**config.mk**
```make
export PLATFORM = sky130hd
export DESIGN_NAME = alu_instr_encoder
export DESIGN_NICKNAME = d
export VERILOG_FILES = /design/src/rtl/alu_instr_encoder.sv
export SDC_FILE = /design/constraint.sdc
export NUM_CORES = 1
export LEC_CHECK = 0
export CORE_ASPECT_RATIO = 1.4
export CORE_UTILIZATION = 33
export DETAILED_ROUTE_END_ITERATION = 7
export DONT_BUFFER_PORTS = 1
export SLEW_MARGIN = 30
export SYNTH_ARGS = -nofsm -noshare
export SYNTH_HDL_FRONTEND = slang
export SYNTH_SLANG_ARGS = --single-unit
```
**constraint.sdc**
```tcl
create_clock -name clk -period 2.7 [get_ports clk]
set_input_delay 0.27 -clock clk [delete_from_list [all_inputs] [get_ports clk]]
set_output_delay 0.27 -clock clk [all_outputs]
set_load 0.05 [all_outputs]
```
**src/rtl/alu_instr_encoder.sv**
```systemverilog
// alu_instr_encoder: encodes ALU requests into RV32I R/I-type words and
// queues them in a small output FIFO; flags illegal requests and counts
// delivered instructions.
module alu_instr_encoder #(
    parameter int unsigned DEPTH = 2
) (
    input  logic        clk,
    input  logic        reset,
    input  logic        in_valid,
    output logic        in_ready,
    input  logic [2:0]  in_alu_ctrl,
    input  logic        in_imm_sel,
    input  logic [4:0]  in_rd,
    input  logic [4:0]  in_rs1,
    input  logic [4:0]  in_rs2,
    input  logic [11:0] in_imm,
    output logic        out_valid,
    input  logic        out_ready,
    output logic [31:0] out_instr,
    output logic        err,
    input  logic        err_clr,
    output logic [15:0] instr_count
);

    localparam int unsigned AW = $clog2(DEPTH);
    localparam int unsigned CW = AW + 1;

    localparam logic [6:0] OP_R = 7'b0110011;
    localparam logic [6:0] OP_I = 7'b0010011;

    logic [31:0]   mem [DEPTH];
    logic [AW-1:0] wr_ptr;
    logic [AW-1:0] rd_ptr;
    logic [CW-1:0] count;

    logic [2:0]    funct3;
    logic [6:0]    funct7;
    logic          illegal;
    logic [31:0]   enc_word;
    logic          accept;
    logic          push;
    logic          pop;
    logic          full;

    // Decode the ALU control into funct3/funct7 and detect illegal requests
    always_comb begin
        funct3  = 3'b000;
        funct7  = 7'b0000000;
        illegal = 1'b0;
        case (in_alu_ctrl)
            3'b000: funct3 = 3'b000;
            3'b001: begin
                funct3  = 3'b000;
                funct7  = 7'b0100000;
                illegal = in_imm_sel;
            end
            3'b010: funct3 = 3'b111;
            3'b011: funct3 = 3'b110;
            3'b101: funct3 = 3'b010;
            default: illegal = 1'b1;
        endcase
    end

    // Assemble the instruction word for the selected format
    always_comb begin
        if (in_imm_sel) begin
            enc_word = {in_imm, in_rs1, funct3, in_rd, OP_I};
        end else begin
            enc_word = {funct7, in_rs2, in_rs1, funct3, in_rd, OP_R};
        end
    end

    // Handshake qualifiers; ready is held low while reset is asserted
    always_comb begin
        full      = (count == CW'(DEPTH));
        in_ready  = ~full & ~reset;
        out_valid = (count != '0);
        accept    = in_valid & in_ready;
        push      = accept & ~illegal;
        pop       = out_valid & out_ready;
        out_instr = out_valid ? mem[rd_ptr] : 32'h0000_0000;
    end

    // FIFO storage and pointers
    always_ff @(posedge clk or posedge reset) begin
        if (reset) begin
            for (int i = 0; i < int'(DEPTH); i++) begin
                mem[i] <= 32'h0000_0000;
            end
            wr_ptr <= '0;
            rd_ptr <= '0;
            count  <= '0;
        end else begin
            if (push) begin
                mem[wr_ptr] <= enc_word;
                wr_ptr      <= wr_ptr + AW'(1);
            end
            if (pop) begin
                rd_ptr <= rd_ptr + AW'(1);
            end
            case ({push, pop})
                2'b10:   count <= count + CW'(1);
                2'b01:   count <= count - CW'(1);
                default: count <= count;
            endcase
        end
    end

    // Sticky error flag; a new illegal accept beats a same-cycle clear
    always_ff @(posedge clk or posedge reset) begin
        if (reset) begin
            err <= 1'b0;
        end else if (accept && illegal) begin
            err <= 1'b1;
        end else if (err_clr) begin
            err <= 1'b0;
        end
    end

    // Delivered-instruction counter, wraps naturally at 16 bits
    always_ff @(posedge clk or posedge reset) begin
        if (reset) begin
            instr_count <= 16'h0000;
        end else if (pop) begin
            instr_count <= instr_count + 16'd1;
        end
    end

endmodule
```
==> impl_metrics.py <==
metrics = {
    "min_path": {
        "hp-class": "in2reg",
        "min_to": "mem[37]$_DFFE_PP0P_",
        "hp-start": "in_imm_sel",
        "whs_path_depth": 1,
    },
    "outcome": {
        "run_status": "complete, no violations",
    },
    "final_layout": {
        "finalInstanceArea_sq_um": 4358,
        "layout.nets": 358,
        "mostFrequentLayoutCell": "dfrtp_1",
        "final_cell_mix": "74 x dfrtp_1, 37 x mux2_2, 37 x buf_4",
        "antennaDiodeCount": 0,
        "n_fill_cell": 1053,
        "layout-drive-gt1-share_pct": 35.08,
        "areaGrowthSynthToFinish_pct": 20.19,
    },
    "sta": {
        "worst_slew_pin_slew_ns": 0.7143,
        "finalCritPeriodShare_pct": 81.24,
        "finalSetupViolations": 0,
        "tns_ns": 0,
        "period_minus_slack_ns": 2.193,
        "report.final.slew_viol_count": 0,
        "max_slew_margin_pct": 52.33,
        "skew_ns": 0.006645,
        "rsz0062_at_grt": "false",
        "fin_hold_ws_ns": 0.04326,
        "max_freq_mhz": 455.9,
        "hold_viol_final": 0,
    },
    "critical_path": {
        "cp-startpoint": "rd_ptr$_DFFE_PP0P_",
        "reg2regPathDepth": 4,
        "worst_setup_path_start_kind": "flip-flop",
        "cp.required_ns": 2.43,
        "rrSetupSlack_ns": 0.58,
        "crit_fanout": 21,
        "rr_startpoint": "count[1]$_DFFE_PP0P_",
        "cp-end-kind": "output port",
        "critPathArrivalTime_ns": 1.92,
        "critical_path_class": "reg2out",
        "regToRegEndpoint": "mem[55]$_DFFE_PP0P_",
    },
    "clocking": {
        "clockRootBuffer": "clkbuf_16",
        "cts.reportedPaths.clkPinSlew_ns": 0.06,
        "cts_tree": "built",
        "cts_num_sinks": 75,
        "cts.htree.levels": 3,
        "clk_latency_ns": 0.33,
        "clockBufferDepth": 2,
        "cts_resized": 0,
        "cts_buffers": 9,
    },
    "grt": {
        "track_usage_pct": 14.09,
        "grt_pass1_wl_microns": 12290,
        "grt-ovfl-total": 0,
        "grt_pass1_vias": 2424,
        "grt_max_degree": 41,
        "antenna_found_initial": 0,
    },
    "floorplan": {
        "die_w_microns": 90.59,
        "die_h_microns": 126.0,
        "row_count": 44,
        "die_area_sq_um": 11420,
        "start_util_pct": 34.48,
        "ioPinCount": 87,
        "coreArea_sq_um": 10520,
    },
    "place": {
        "dpl.hpwl_microns": 5138,
        "gp_congestion": 0.7193,
        "port_buffers": 0,
        "place_area_sq_um": 3980,
    },
    "drt": {
        "ant_nets": 0,
        "wl_per_cell_microns": 16.16,
        "drt_iter0_drc": 60,
        "wl_microns": 7483,
        "dr.pass1.iters": 4,
        "viasPerCell": 4.747,
        "drc": 0,
        "via_count": 2198,
    },
    "yosys": {
        "syn-instance-count": 285,
        "syn_area_sq_um": 3626,
        "synth_warnings": 0,
        "synth_seq_area_share_pct": 51.76,
        "syn_avg_cell_area_sq_um": 12.72,
        "synth_cell_types": 36,
        "synth.ff_latch_count": 75,
    },
    "power": {
        "power.total_uw": 6525,
        "power_per_cell_area_nw_per_um2": 1497,
        "peakVddDrop_v": 0.0006610,
        "p_leak_uw": 0.002083,
    },
    "job": {
        "max_cap_violations": 0,
    },
}
[per-stage QoR]
| stage | instances | utilization (%) | setup slack (ns) |
|---|---|---|---|
| 4_1_cts | 463 | 41.44 | 0.4211 |
| 2_1_floorplan | 287 | - | 0.4460 |
| 6_report | 463 | 41.44 | 0.5066 |
| 5_1_grt | 463 | 41.44 | 0.3423 |
| 3_5_place_dp | 446 | 37.85 | 0.5449 |
| 3_3_place_gp | 446 | 37.85 | 0.5771 |
[power breakdown]
part           internal, uW  switching (uW)
Clock                  1020             437
Sequential             1570             442
Combinational          1130            1930
[worst max-delay path, cell delays in order, from the launching register on]
cell and delay (ns):
dfrtp_2 0.78, buf_4 0.32, mux2i_1 0.23, nor2_1 0.06
buf_4 0.20
[cell families after synthesis]
| kind of cell | count (synthesis) | synth area share (%) |
|---|---|---|
| compound gates | 6 | 1.242 |
| buf+inv | 24 | 4.038 |
| simple gates | 73 | 10.39 |
| flops | 75 | 51.76 |
| mux | 84 | 26.95 |
| fa+ha+maj | 2 | 0.6900 |
| other cells | 1 | 0.1034 |
| xor+xnor | 20 | 4.831 |
[cells in the mapped netlist]
cell,number,share of area (%)
buf_2,4,0.55
dfrtp_1,75,52
xor2_1,5,1.2
ha_1,2,0.69
nor2b_1,1,0.17
o21bai_1,1,0.21
nand2b_1,3,0.52
inv_1,8,0.83
o21ai_1,1,0.14
or2b_1,1,0.21
buf_1,2,0.21
buf_4,5,1.0
and4_1,1,0.24
nor2_8,1,0.55
nand4_1,5,0.86
nor3_1,2,0.28
nand2_1,9,0.93
nand3b_1,1,0.21
or2_2,1,0.17
and2b_1,2,0.41
a2111o_1,1,0.31
buf_12,2,1.1
o32ai_1,1,0.24
and4bb_1,1,0.35
and2_1,7,1.2
conb_1,1,0.10
mux2i_1,29,8.0
xnor2_1,15,3.6
mux2_4,18,7.5
clkbuf_1,3,0.31
a21oi_1,1,0.14
nand3_1,3,0.41
nand4_2,1,0.35
o31ai_1,1,0.21
nor2_1,34,3.5
mux2_2,37,11
[timing repair]
item / in CTS / in global routing
hold buffers: 1 / 0
endpoints found under the hold margin: 38 / 0
setup buffers: 0 / 0
[registers in the layout (all words and copies together) (netlist names)]
signal       cells
count            2
instr_count     16
mem             54
wr_ptr           1
rd_ptr           1
err              1
[worst max-delay path by stage]
| stage | end | cells after the start |
|---|---|---|
| after detailed placement | mem[63]$_DFFE_PP0P_ | 4 |
| after floorplan | mem[25]$_DFFE_PP0P_ | 5 |
| final | out_instr[26] | 4 |
| after CTS | out_instr[26] | 4 |
| after global placement | mem[57]$_DFFE_PP0P_ | 4 |
| after global routing | out_instr[26] | 4 |
[cell type report]
type	count	area [sq um]	share of cell area, %
Sequential cell	75	1878	43.10
Timing Repair Buffer	38	287.8	6.604
Tap cell	138	172.7	3.962
Clock inverter	5	125.1	2.871
Clock buffer	11	242.7	5.570
Multi-Input combinational cell	188	1620	37.18
Inverter	8	31.28	0.7178
[per-layer routing]
metal | global-route usage [%] | wire [microns] | vias up
met5 | 0 | 0 | -
met4 | 7.780 | 152 | 0
met3 | 3.261 | 357 | 10
met2 | 24.29 | 3903 | 55
met1 | 16.00 | 3069 | 1101
li1 | - | - | 1032
Power figures use the tool's default switching activity.
